===== config.mk =====
export PLATFORM = sky130hd
export DESIGN_NAME = rom_stream_loader
export DESIGN_NICKNAME = d
export VERILOG_FILES = /design/src/rtl/rom_loader_pkg.sv /design/src/rtl/rom_header_capture.sv /design/src/rtl/rom_stream_loader.sv
export SDC_FILE = /design/constraint.sdc
export NUM_CORES = 1
export LEC_CHECK = 0
export CAP_MARGIN = 5
export CORE_UTILIZATION = 30
export CTS_CLUSTER_DIAMETER = 150
export DETAILED_ROUTE_END_ITERATION = 16
export GPL_TIMING_DRIVEN = 0
export PLACE_DENSITY = 0.58
export SLEW_MARGIN = 20
export SYNTH_ARGS = -nofsm -noshare
export SYNTH_HDL_FRONTEND = slang
export SYNTH_SLANG_ARGS = --single-unit

===== constraint.sdc =====
create_clock -name clk -period 2.9 [get_ports clk]
set_input_delay 0.29 -clock clk [delete_from_list [all_inputs] [get_ports clk]]
set_output_delay 0.29 -clock clk [all_outputs]
set_load 0.02 [all_outputs]

===== src/rtl/rom_loader_pkg.sv =====
`default_nettype none
// ============================================================================
// Module   : rom_loader_pkg
// Purpose  : Shared types and constants for the ROM stream loader:
//            loader FSM state encoding, cartridge header byte offsets and
//            map-mode bit positions.
// Optional : ROM_LOADER_CHECKSUM_EN (used by the loader and header capture)
// Revision : 1.0 - initial release
// ============================================================================
package rom_loader_pkg;

    localparam int ADDR_W = 22;

    typedef enum logic [1:0] {
        ST_IDLE = 2'd0,
        ST_ADDR = 2'd1,
        ST_DATA = 2'd2,
        ST_EMIT = 2'd3
    } state_t;

    // Byte offsets inside the cartridge header
    localparam logic [5:0] HDR_MAPMODE_OFS = 6'h15;
    localparam logic [5:0] HDR_SUM_LO_OFS  = 6'h1E;
    localparam logic [5:0] HDR_SUM_HI_OFS  = 6'h1F;

    // Map-mode byte bit positions
    localparam int MM_HIROM_BIT = 0;
    localparam int MM_FAST_BIT  = 4;

endpackage : rom_loader_pkg
`default_nettype wire


===== src/rtl/rom_header_capture.sv =====
`default_nettype none
// ============================================================================
// Module   : rom_header_capture
// Purpose  : Watches the byte stream as it is read from ROM and latches the
//            cartridge header map-mode byte (and, when enabled, the 16-bit
//            header checksum).
// Ports    : clk, resetn      - clock, async active-low reset
//            cap_en           - a ROM byte is being latched this cycle
//            cap_addr         - address of that byte
//            cap_data         - the byte itself
//            map_mode         - captured map-mode byte (retained until
//                               recaptured or reset)
//            hdr_sum          - captured header checksum (optional)
// Optional : ROM_LOADER_CHECKSUM_EN adds the hdr_sum output
// Revision : 1.0 - initial release
// ============================================================================
module rom_header_capture
    import rom_loader_pkg::*;
#(
    parameter logic [ADDR_W-1:0] HDR_BASE = 22'h7FC0
) (
    input  logic              clk,
    input  logic              resetn,
    input  logic              cap_en,
    input  logic [ADDR_W-1:0] cap_addr,
    input  logic [7:0]        cap_data,
    output logic [7:0]        map_mode
`ifdef ROM_LOADER_CHECKSUM_EN
    ,
    output logic [15:0]       hdr_sum
`endif
);

    // A header address beyond the streamed range is simply never matched,
    // so the captured values stay at their reset value.
    localparam logic [ADDR_W-1:0] c_mm_addr = HDR_BASE + ADDR_W'(HDR_MAPMODE_OFS);

    logic [7:0] r_map_mode;

    always_ff @(posedge clk or negedge resetn) begin
        if (!resetn) begin
            r_map_mode <= 8'h00;
        end else if (cap_en && (cap_addr == c_mm_addr)) begin
            r_map_mode <= cap_data;
        end
    end

    assign map_mode = r_map_mode;

`ifdef ROM_LOADER_CHECKSUM_EN
    localparam logic [ADDR_W-1:0] c_sum_lo_addr = HDR_BASE + ADDR_W'(HDR_SUM_LO_OFS);
    localparam logic [ADDR_W-1:0] c_sum_hi_addr = HDR_BASE + ADDR_W'(HDR_SUM_HI_OFS);

    logic [15:0] r_hdr_sum;

    always_ff @(posedge clk or negedge resetn) begin
        if (!resetn) begin
            r_hdr_sum <= 16'h0000;
        end else if (cap_en) begin
            if (cap_addr == c_sum_lo_addr) r_hdr_sum[7:0]  <= cap_data;
            if (cap_addr == c_sum_hi_addr) r_hdr_sum[15:8] <= cap_data;
        end
    end

    assign hdr_sum = r_hdr_sum;
`endif

endmodule : rom_header_capture
`default_nettype wire


===== src/rtl/rom_stream_loader.sv =====
`default_nettype none
// ============================================================================
// Module   : rom_stream_loader
// Purpose  : Reads ROM addresses 0..ROM_SIZE-1 from a 1-cycle-latency
//            synchronous ROM and streams every byte with its address over a
//            valid/ready interface. Decodes HiROM/FastROM from the captured
//            cartridge header map-mode byte.
// Ports    : clk, resetn          - clock, async active-low reset
//            start                - pulse, begins a load when idle
//            rom_addr / rom_dout  - ROM read port
//            dout, dout_addr,
//            dout_valid/ready     - byte stream toward the cart-memory writer
//            busy, done           - load in progress / sticky completion
//            map_mode, hirom,
//            fastrom              - header decode
//            checksum,
//            checksum_ok          - running byte sum / match (optional)
// Optional : ROM_LOADER_CHECKSUM_EN adds checksum and checksum_ok
// Revision : 1.0 - initial release
// ============================================================================
module rom_stream_loader
    import rom_loader_pkg::*;
#(
    parameter logic [ADDR_W-1:0] ROM_SIZE = 22'h8000,
    parameter logic [ADDR_W-1:0] HDR_BASE = 22'h7FC0
) (
    input  logic              clk,
    input  logic              resetn,
    input  logic              start,
    output logic [ADDR_W-1:0] rom_addr,
    input  logic [7:0]        rom_dout,
    output logic [7:0]        dout,
    output logic [ADDR_W-1:0] dout_addr,
    output logic              dout_valid,
    input  logic              dout_ready,
    output logic              busy,
    output logic              done,
    output logic [7:0]        map_mode,
    output logic              hirom,
    output logic              fastrom
`ifdef ROM_LOADER_CHECKSUM_EN
    ,
    output logic [15:0]       checksum,
    output logic              checksum_ok
`endif
);

    localparam logic [ADDR_W-1:0] c_last_addr = ROM_SIZE - 22'd1;

    state_t            r_state,      w_state_nxt;
    logic [ADDR_W-1:0] r_cur_addr,   w_cur_addr_nxt;
    logic [ADDR_W-1:0] r_rom_addr,   w_rom_addr_nxt;
    logic [7:0]        r_dout,       w_dout_nxt;
    logic [ADDR_W-1:0] r_dout_addr,  w_dout_addr_nxt;
    logic              r_dout_valid, w_dout_valid_nxt;
    logic              r_busy,       w_busy_nxt;
    logic              r_done,       w_done_nxt;

    always_ff @(posedge clk or negedge resetn) begin
        if (!resetn) begin
            r_state      <= ST_IDLE;
            r_cur_addr   <= '0;
            r_rom_addr   <= '0;
            r_dout       <= 8'h00;
            r_dout_addr  <= '0;
            r_dout_valid <= 1'b0;
            r_busy       <= 1'b0;
            r_done       <= 1'b0;
        end else begin
            r_state      <= w_state_nxt;
            r_cur_addr   <= w_cur_addr_nxt;
            r_rom_addr   <= w_rom_addr_nxt;
            r_dout       <= w_dout_nxt;
            r_dout_addr  <= w_dout_addr_nxt;
            r_dout_valid <= w_dout_valid_nxt;
            r_busy       <= w_busy_nxt;
            r_done       <= w_done_nxt;
        end
    end

    // rom_addr is loaded on the transition into ADDR so the ROM samples it at
    // the end of the ADDR cycle and its data is present during DATA.
    always_comb begin
        w_state_nxt      = r_state;
        w_cur_addr_nxt   = r_cur_addr;
        w_rom_addr_nxt   = r_rom_addr;
        w_dout_nxt       = r_dout;
        w_dout_addr_nxt  = r_dout_addr;
        w_dout_valid_nxt = r_dout_valid;
        w_busy_nxt       = r_busy;
        w_done_nxt       = r_done;

        case (r_state)
            ST_IDLE: begin
                if (start) begin
                    w_cur_addr_nxt = '0;
                    w_rom_addr_nxt = '0;
                    w_busy_nxt     = 1'b1;
                    w_done_nxt     = 1'b0;
                    w_state_nxt    = ST_ADDR;
                end
            end
            ST_ADDR: begin
                w_state_nxt = ST_DATA;
            end
            ST_DATA: begin
                w_dout_nxt       = rom_dout;
                w_dout_addr_nxt  = r_cur_addr;
                w_dout_valid_nxt = 1'b1;
                w_state_nxt      = ST_EMIT;
            end
            ST_EMIT: begin
                if (dout_ready) begin
                    w_dout_valid_nxt = 1'b0;
                    if (r_cur_addr == c_last_addr) begin
                        w_busy_nxt  = 1'b0;
                        w_done_nxt  = 1'b1;
                        w_state_nxt = ST_IDLE;
                    end else begin
                        w_cur_addr_nxt = r_cur_addr + 22'd1;
                        w_rom_addr_nxt = r_cur_addr + 22'd1;
                        w_state_nxt    = ST_ADDR;
                    end
                end
            end
            default: begin
                w_state_nxt = ST_IDLE;
            end
        endcase
    end

    assign rom_addr   = r_rom_addr;
    assign dout       = r_dout;
    assign dout_addr  = r_dout_addr;
    assign dout_valid = r_dout_valid;
    assign busy       = r_busy;
    assign done       = r_done;

    logic w_cap_en;
    assign w_cap_en = (r_state == ST_DATA);

`ifdef ROM_LOADER_CHECKSUM_EN
    logic [15:0] w_hdr_sum;
`endif

    rom_header_capture #(
        .HDR_BASE (HDR_BASE)
    ) u_hdr (
        .clk      (clk),
        .resetn   (resetn),
        .cap_en   (w_cap_en),
        .cap_addr (r_cur_addr),
        .cap_data (rom_dout),
        .map_mode (map_mode)
`ifdef ROM_LOADER_CHECKSUM_EN
        ,
        .hdr_sum  (w_hdr_sum)
`endif
    );

    assign hirom   = map_mode[MM_HIROM_BIT];
    assign fastrom = map_mode[MM_FAST_BIT];

`ifdef ROM_LOADER_CHECKSUM_EN
    logic [15:0] r_checksum;
    logic        w_handshake;
    logic        w_start_acc;

    assign w_handshake = r_dout_valid && dout_ready;
    assign w_start_acc = (r_state == ST_IDLE) && start;

    always_ff @(posedge clk or negedge resetn) begin
        if (!resetn) begin
            r_checksum <= 16'h0000;
        end else if (w_start_acc) begin
            r_checksum <= 16'h0000;
        end else if (w_handshake) begin
            r_checksum <= r_checksum + {8'h00, r_dout};
        end
    end

    assign checksum    = r_checksum;
    assign checksum_ok = r_done && (r_checksum == w_hdr_sum);
`endif

endmodule : rom_stream_loader
`default_nettype wire

==> results of run 1 <==
[cells by family after synthesis]
kind of cell             count (synthesis)
AO/OA/AOI/OAI                           65
adder cells (fa/ha/maj)                  6
buffers and inverters                   23
flip-flops                              65
multiplexers                            39
AND/OR/NAND/NOR                         71
[worst max-delay path by stage]
stage / slack, ns / cells past startpoint / endpoint / from
3_3_place_gp: -0.74 / 1 / u_hdr.map_mode[7] / resetn
2_1_floorplan: 0.74 / 6 / u_hdr.map_mode[0] / r_state[0]
4_1_cts: 0.27 / 6 / u_hdr.map_mode[7] / r_state[0]
5_1_grt: 0.05 / 7 / rom_addr[15] / rom_addr[0]
3_5_place_dp: 0.28 / 6 / u_hdr.map_mode[7] / r_state[0]
6_report: 0.27 / 6 / u_hdr.map_mode[7] / r_state[0]
[routing by layer]
metal  track usage [%]  part of all wire (%)  vias up
met5                 0                     0        -
met4              4.77                   1.1        0
met3              3.93                   5.0       10
met2              24.1                    47       63
met1              20.6                    46     1251
li1                  -                     -     1162
[what timing repair did]
| action | CTS | global route |
|---|---|---|
| hold buffers | 1 | 0 |
| endpoints found under the hold margin | 30 | 0 |
| gates resized for setup | 0 | 0 |
[synthesized netlist by cell type (2+ instances only)]
library cell | count | area, µm²
a21oi_1 | 13 | 65.1
a31oi_1 | 16 | 100
and2_1 | 2 | 12.5
and3_1 | 5 | 31.3
buf_1 | 3 | 11.3
buf_2 | 3 | 15.0
buf_4 | 3 | 22.5
buf_6 | 2 | 22.5
clkbuf_1 | 4 | 15.0
dfrtp_1 | 65 | 1630
ha_1 | 6 | 75.1
inv_1 | 8 | 30.0
mux2_2 | 38 | 428
nand2_1 | 17 | 63.8
nand3_1 | 12 | 60.1
nand4_1 | 4 | 25.0
nor2_1 | 13 | 48.8
o21ai_0 | 22 | 110
o22ai_1 | 3 | 18.8
o31ai_1 | 5 | 37.5
or2_2 | 2 | 12.5
or4_1 | 2 | 15.0
or4_4 | 2 | 22.5
[worst max-delay path: stages (launching register included)]
cell and delay (ns):
dfrtp_1 0.38, inv_1 0.14, ha_1 0.31, nand4_1 0.12, or4_1 0.56, nor4_4 0.58
mux2_2 0.42
[power groups by stage]
stage | sequential [mW] | combinational, mW | clock (mW)
after CTS | 1.14 | 1.17 | 0.839
after global placement | 1.15 | 1.14 | 0
after global routing | 1.16 | 1.29 | 0.871
after detailed placement | 1.16 | 1.16 | 0
after floorplan | 1.29 | 0.564 | 0
final | 1.14 | 1.16 | 0.813
[cell type report]
type / count / area [µm²]
Inverter: 8 / 30.0
Multi-Input combinational cell: 181 / 1310
Sequential cell: 65 / 1630
Tap cell: 133 / 166
Fill cell: 991 / 5610
Clock buffer: 14 / 173
Clock inverter: 2 / 35.0
Timing Repair Buffer: 78 / 788
Buffer: 15 / 86.3
[through the flow]
step                util (%)  area, µm²  power [mW]  std cells
floorplan                  -       3050        1.85        269
global placement        40.5       3980        2.30        478
detailed placement      40.7       4000        2.32        479
CTS                     42.9       4210        3.15        496
global route            42.9       4210        3.32        496
finish                  42.9       4210        3.11        496
[state kept, by name (all words and copies together) (netlist names)]
| register | cells |
|---|---|
| busy | 1 |
| done | 1 |
| dout | 8 |
| dout_addr | 22 |
| dout_valid | 1 |
| r_state | 2 |
| rom_addr | 22 |
| u_hdr.map_mode | 8 |
[cells in the final DEF (no fill, tap or decap), types with 3 or more instances in the layout]
cell type,Yosys,layout
inv_1,8,8
nand4_1,4,4
o21ai_0,22,22
nor2_1,13,13
buf_2,3,3
clkbuf_8,0,12
o22ai_1,3,3
nand2_1,17,17
o31ai_1,5,5
clkbuf_1,4,6
a21oi_1,13,13
clkdlybuf4s50_1,0,75
buf_1,3,3
mux2_2,38,38
ha_1,6,6
nand3_1,12,12
a31oi_1,16,16
dfrtp_1,65,65
and3_1,5,5
buf_4,3,4
==> impl_metrics.py, run 1 <==
metrics = {
    "status": {
        "outcome": "finished, final reports clean",
    },
    "sta": {
        "maxSlewViolCount": 0,
        "fin_worst_skew_ns": 0.0129,
        "fin_crit_sh_pct": 90.5,
        "rsz0062_at_grt": "no",
        "max_freq_ghz": 0.381,
        "hold_violations": 0,
        "worst_pin_slew_ns": 0.957,
        "tns_ns": 0,
        "fin_crit_ns": 2.63,
        "hold_ws_ns": 0.421,
        "setup_viol": 0,
        "worst_slack_ns": 0.275,
        "timing.slew.headroom_pct": 35.6,
    },
    "power_and_ir_drop": {
        "internal_power_mw": 2.01,
        "p_leak_nw": 1.80,
        "swShare_pct": 35.5,
        "p_per_area_nw_per_um2": 739,
        "peakVddDrop_mv": 0.406,
        "combPwrFrac_pct": 37.2,
        "pwr-share-seq_pct": 36.7,
        "p_sw_mw": 1.11,
        "pwr-share-clk_pct": 26.1,
    },
    "clock_network": {
        "cts_buffer_depth": 2,
        "clk_pin_slew_ns": 0.07,
        "post_cts_buffers": 0,
        "clock_latency_ns": 0.34,
        "cts_tree": "built",
        "clockRootBuffer": "clkbuf_8",
        "htree_levels": 3,
        "cts_made_buffers": 9,
        "clock-sinks": 65,
    },
    "critical_path": {
        "path_class": "reg -> reg",
        "ff2ff_setup_slack_ns": 0.27,
        "reg2reg_from": "r_state[0]",
        "startpoint_type": "register",
        "critPathRequiredTime_ns": 3.12,
        "end_kind": "register",
        "r2r_cells": 6,
        "r2r-end": "u_hdr.map_mode[7]",
        "crit_fanout": 8,
        "cp.arrival_ns": 2.85,
    },
    "route": {
        "drt_iter0_markers": 83,
        "drt.antenna.violating_nets": 0,
        "drt_pass1_iterations": 4,
        "drc": 0,
        "via_per_inst": 5.01,
        "via_count": 2486,
        "drt_wl_total_um": 7460,
        "detail_route.wl_per_cell_um": 15.0,
    },
    "synthesis": {
        "yosysSeqAreaShare_pct": 53.3,
        "yosys_warnings": 0,
        "synth_xor_area_share_pct": 0,
        "syn_area_per_cell_um2": 11.3,
        "synth_fa_ha_area_share_pct": 2.46,
        "syn_area_um2": 3050,
        "synthArstFlopShare_pct": 100,
        "yosysUniqueCellTypes": 42,
        "yosys.area_share.simple_pct": 13.5,
        "synth_compound_area_share_pct": 12.5,
        "synth-seq-cells": 65,
        "synth_flop_cell": "dfrtp_1",
        "syn-num-nets": 287,
        "netlist_instances": 269,
        "synth_enable_flop_cells": 0,
        "synthMuxAreaShare_pct": 14.4,
        "synth_top_family_by_area": "multiplexers",
    },
    "global_route": {
        "grt_overflow_total": 0,
        "grt_pass1_wl_um": 12100,
        "antenna_found_initial": 0,
        "gr-usage-all-layers_pct": 15.3,
        "grt_pass1_vias": 2361,
        "grt_max_degree": 36,
    },
    "cells_and_area": {
        "drive_above_1_share_pct": 19.6,
        "antenna-diode-count": 0,
        "area_growth_pct": 38.1,
        "fin_nets": 376,
    },
    "placed_design": {
        "dp_worst_setup_slack_ns": 0.285,
        "dp_hpwl_um": 5270,
        "portBuffers": 76,
        "finalWeightedCongestion": 0.803,
    },
    "flow_run": {
        "drv_cap": 0,
    },
    "worst_hold_path": {
        "min_path_type": "in -> async",
    },
    "die": {
        "dieArea_um2": 10600,
        "die_x_um": 103,
        "rows": 36,
        "die_y_um": 103,
        "start_util_pct": 31.1,
        "fp.coreArea_um2": 9820,
        "io_pins": 77,
    },
}
No activity file was read; power rests on OpenSTA's default activity.
==> run 2: changes to the inputs <==
Settings changed: CORE_MARGIN from default to 1.5.
==> run 2 against run 1 <==
- clock power down 5.8%
- final cell count down 0.20%
- maximum frequency down 2.0%
- largest power group unchanged
- largest cell class unchanged
- non-clock buffer count unchanged
- utilization down 0.13 points
- count of clock-buffer cells in the layout down 2
- first-iteration DRC count down 13%
- sequential power about the same
==> impl_metrics.py, run 2 (synthesis results as in run 1) <==
metrics = {
    "cells_and_area": {
        "multi_input_area_um2": 1310,
        "most-common-layout-cells": "clkdlybuf4s50_1, dfrtp_1, mux2_2",
        "antenna-diode-count": 0,
        "area_growth_pct": 37.7,
        "final_core_util_pct": 42.8,
        "finish.instance_area_um2": 4200,
        "area.sequential_um2": 1630,
        "fill_cells": 1014,
        "drive_above_1_share_pct": 19.6,
        "fin_nets": 376,
        "final_common_cell": "clkdlybuf4s50_1",
    },
    "sta": {
        "fin_crit_ns": 2.68,
        "hold_violations": 0,
        "fin_crit_sh_pct": 92.3,
        "worst_slack_ns": 0.222,
        "fin_worst_skew_ns": 0.0111,
        "setup_viol": 0,
        "max_freq_ghz": 0.373,
        "rsz0062_at_grt": "no",
        "timing.slew.headroom_pct": 33.1,
        "tns_ns": 0,
        "worst_pin_slew_ns": 0.998,
        "maxSlewViolCount": 0,
    },
    "clock_network": {
        "clockRootBuffer": "clkbuf_8",
        "cts_made_buffers": 9,
        "post_cts_buffers": 0,
        "postCtsHoldBufs": 1,
        "cts-resized-gates": 0,
        "clock-sinks": 65,
        "clock_latency_ns": 0.34,
        "clk_pin_slew_ns": 0.07,
        "htree_levels": 3,
        "cts_buffer_depth": 2,
        "cts_tree": "built",
    },
    "critical_path": {
        "path_class": "reg -> reg",
        "ff2ff_setup_slack_ns": 0.22,
        "startpoint_type": "register",
        "end_kind": "register",
        "critPathRequiredTime_ns": 3.07,
        "r2r_cells": 7,
        "crit_slowest_cell": "nor3_1",
        "crit_fanout": 10,
        "r2r-end": "rom_addr[15]",
        "cp.arrival_ns": 2.85,
        "worst_path_most_repeated_cell": "a21oi_1",
        "reg2reg_from": "rom_addr[0]",
        "slowest_delay_ns": 0.74,
        "cp_cell_sequence": "ha_1, nand3_1, nor3_1, a21oi_1, clkbuf_1, a21oi_1, a31oi_1",
    },
    "route": {
        "drt_wl_total_um": 7420,
        "detail_route.wl_per_cell_um": 15.0,
        "via_count": 2402,
        "drt.antenna.violating_nets": 0,
        "via_per_inst": 4.85,
        "drt_pass1_iterations": 6,
        "drc": 0,
        "drt_iter0_markers": 72,
    },
    "status": {
        "outcome": "finished, final reports clean",
    },
    "placed_design": {
        "dp_worst_setup_slack_ns": 0.292,
        "finalWeightedCongestion": 0.807,
        "placed_area_um2": 4000,
        "portBuffers": 76,
        "dp_hpwl_um": 5280,
    },
    "die": {
        "dieArea_um2": 10800,
        "die_x_um": 104,
        "start_util_pct": 31.1,
        "die_y_um": 104,
        "rows": 36,
        "io_pins": 77,
        "fp.coreArea_um2": 9820,
    },
    "global_route": {
        "grt_pass1_wl_um": 12300,
        "grt_overflow_total": 0,
        "antenna_found_initial": 0,
        "grt_pass1_vias": 2343,
        "gr-usage-all-layers_pct": 14.3,
        "grt_max_degree": 36,
    },
    "worst_hold_path": {
        "min_path_type": "in -> async",
    },
    "power_and_ir_drop": {
        "p_leak_nw": 1.79,
        "peakVddDrop_mv": 0.557,
        "p_per_area_nw_per_um2": 730,
        "total_power_mw": 3.07,
    },
    "flow_run": {
        "drv_cap": 0,
    },
}
[run 2: how the worst max path moves through the flow]
stage           startpoint                end  slack [ns]  depth (start not counted)
2_1_floorplan   r_state[0]  u_hdr.map_mode[0]        0.74                          6
3_3_place_gp        resetn            dout[7]       -0.77                          1
3_5_place_dp   rom_addr[0]       rom_addr[11]        0.29                          7
4_1_cts        rom_addr[0]       rom_addr[11]        0.27                          7
5_1_grt        rom_addr[0]       rom_addr[15]        0.02                          7
6_report       rom_addr[0]       rom_addr[15]        0.22                          7
[run 2: per-stage QoR]
step                      hold WS (ns)  std cells
after global routing             0.453        495
final                            0.432        495
after CTS                        0.444        495
after detailed placement         0.262        479
after global placement           0.490        478
after floorplan               -0.00559        269
[run 2: area by class of cell]
| class | instances | share of cell area (%) |
|---|---|---|
| sequential | 65 | 38.7 |
| clock buffer | 12 | 3.69 |
| buffer | 15 | 2.05 |
| timing repair buffer | 78 | 18.8 |
| multi-input combinational | 181 | 31.1 |
| clock inverter | 3 | 0.953 |
| inverter | 8 | 0.715 |
| tap | 133 | 3.96 |
[run 2: power breakdown]
group	internal (mW)	switching (mW)	total (mW)
Combinational	0.499	0.657	1.16
Sequential	1.04	0.104	1.15
Clock	0.437	0.329	0.766
[run 2: worst max-delay path: cells and delay by family, from the launching register on]
family | cells | cell delay, ns
and+or+nand+nor | 2 | 0.95
DFF | 1 | 0.45
adders and majority gates | 1 | 0.24
buffers and inverters | 1 | 0.32
AOI/OAI and AO/OA | 3 | 0.56
[run 2: metal layers]
layer	GRT usage (%)	part of all wire (%)
met1	19.3	49
met2	22.2	46
met3	3.57	4.3
met4	5.65	1.0
met5	0	0
==> run 3: changes to the inputs <==
Settings changed: RECOVER_POWER from default to 50.
==> run 3 against run 2 <==
- the run now ends with max-capacitance violations, max-slew violations left
- flip-flop and latch count did not move
- hold slack improved by 0.067 ns
- global-route usage did not move
- setup slack improved by 0.014 ns
- final cell count did not move
- via count barely moved
- utilization barely moved
- die area did not move
- clock skew barely moved
- combinational power barely moved
- final area barely moved
- highest routed layer unchanged
==> impl_metrics.py, run 3 (synthesis results as in run 1) <==
metrics = {
    "cells_and_area": {
        "area_growth_pct": 37.6,
        "fin_nets": 376,
        "final_common_cell": "dfrtp_1",
        "antenna-diode-count": 0,
        "area.sequential_um2": 1630,
        "final_cell_count_no_fill": 495,
        "fill_cells": 1014,
        "most-common-layout-cells": "dfrtp_1, clkdlybuf4s50_1, mux2_2",
        "multi_input_area_um2": 1310,
        "drive_above_1_share_pct": 19.3,
    },
    "sta": {
        "hold_violations": 0,
        "tns_ns": 0,
        "rsz0062_at_grt": "no",
        "timing.slew.headroom_pct": -20.0,
        "max_freq_ghz": 0.375,
        "setup_viol": 0,
        "fin_crit_ns": 2.66,
        "fin_crit_sh_pct": 91.9,
        "maxSlewViolCount": 31,
        "worst_pin_slew_ns": 1.80,
        "fin_worst_skew_ns": 0.0115,
    },
    "placed_design": {
        "portBuffers": 76,
        "finalWeightedCongestion": 0.807,
        "dp_hpwl_um": 5280,
        "dp.cells": 479,
    },
    "route": {
        "detail_route.wl_per_cell_um": 14.9,
        "drt_pass1_iterations": 4,
        "drt_wl_total_um": 7400,
        "via_per_inst": 4.85,
        "drc": 0,
        "drt_iter0_markers": 71,
        "drt.antenna.violating_nets": 0,
        "via_count": 2401,
    },
    "critical_path": {
        "reg2reg_from": "rom_addr[0]",
        "cp_cell_sequence": "ha_1, nand3_1, nor3_1, a21oi_1, clkbuf_1, o31ai_1, a31oi_1",
        "cp.arrival_ns": 2.84,
        "crit_slowest_cell": "nor3_1",
        "path_class": "reg -> reg",
        "cp.buffers_inverters": 1,
        "slowest_delay_ns": 0.74,
        "path_delay_family": "simple AND/OR/NAND/NOR gates",
        "critPathRequiredTime_ns": 3.07,
        "crit_start": "rom_addr[0]",
        "startpoint_type": "register",
        "end_kind": "register",
        "crit_fanout": 10,
    },
    "clock_network": {
        "cts_buffer_depth": 2,
        "cts_tree": "built",
        "post_cts_buffers": 0,
        "clock-sinks": 65,
        "clk_pin_slew_ns": 0.06,
        "clock_latency_ns": 0.34,
        "cts_made_buffers": 9,
        "clockRootBuffer": "clkbuf_8",
        "htree_levels": 3,
    },
    "power_and_ir_drop": {
        "peakVddDrop_mv": 0.547,
        "p_per_area_nw_per_um2": 724,
        "p_leak_nw": 1.88,
    },
    "global_route": {
        "grt_max_degree": 36,
        "gr-usage-all-layers_pct": 14.3,
        "grt_pass1_wl_um": 12300,
        "antenna_found_initial": 0,
        "grt_overflow_total": 0,
        "grt_pass1_vias": 2343,
    },
    "flow_run": {
        "drv_cap": 1,
    },
    "die": {
        "fp.coreArea_um2": 9820,
        "start_util_pct": 31.1,
        "rows": 36,
        "die_y_um": 104,
        "dieArea_um2": 10800,
        "die_x_um": 104,
        "io_pins": 77,
    },
    "worst_hold_path": {
        "min_path_type": "reg -> reg",
        "worstHoldStart": "dout_addr[15]",
    },
    "status": {
        "outcome": "complete, but fails checks",
        "violations": "max-capacitance violations, max-slew violations",
    },
}
[run 3: cell count changes in the layout (fill, tap and decap cells not counted), sizes merged]
cell	change
buf	-1
clkbuf	+1
clkdlybuf4s50	-31
dlygate4sd3	+31
[run 3: final cells by class]
type / count / area share, %
Buffer: 15 / 2.06
Clock buffer: 12 / 3.70
Clock inverter: 3 / 0.954
Inverter: 8 / 0.715
Multi-Input combinational cell: 181 / 31.2
Sequential cell: 65 / 38.7
Tap cell: 133 / 3.96
Timing Repair Buffer: 78 / 18.7
[run 3: metal layers]
layer,up-vias,part of all wire (%),global-route usage (%)
li1,1165,-,-
met1,1176,48,19.3
met2,52,46,22.2
met3,8,4.2,3.57
met4,0,1.0,5.65
met5,-,0,0
[run 3: final timing paths]
| kind | to | slack, ns | depth (start not counted) |
|---|---|---|---|
| min reg2reg | dout_addr[15] | 0.50 | 1 |
| max | rom_addr[19] | 0.24 | 7 |
| max in group asynchronous | rom_addr[0] | 0.88 | 2 |
| min | dout_addr[15] | 0.50 | 1 |
| min in group asynchronous | rom_addr[10] | 0.97 | 2 |
| max reg2reg | rom_addr[19] | 0.24 | 7 |
[run 3: repair_timing]
| item | in CTS | in global routing |
|---|---|---|
| hold endpoints to repair | 30 | 0 |
| hold buffers | 1 | 0 |
| resized for setup | 0 | 0 |
[run 3: report_power, final]
part           switching (mW)  leakage, nW  internal [mW]  total [mW]
Clock                   0.329        0.102          0.437       0.766
Sequential              0.101        0.872           1.04        1.14
Combinational           0.656        0.903          0.474        1.13
Total                    1.09         1.88           1.95        3.04
[run 3: metrics by stage]
step	utilization (%)	hold WS [ns]	instance area, µm²	power, mW	setup WS, ns
floorplan	-	-0.00559	3050	1.85	0.736
global placement	40.5	0.490	3980	2.30	-0.766
detailed placement	40.7	0.262	4000	2.32	0.292
CTS	42.8	0.444	4200	3.11	0.268
global route	42.7	0.516	4200	3.23	0.0231
finish	42.7	0.499	4200	3.04	0.236
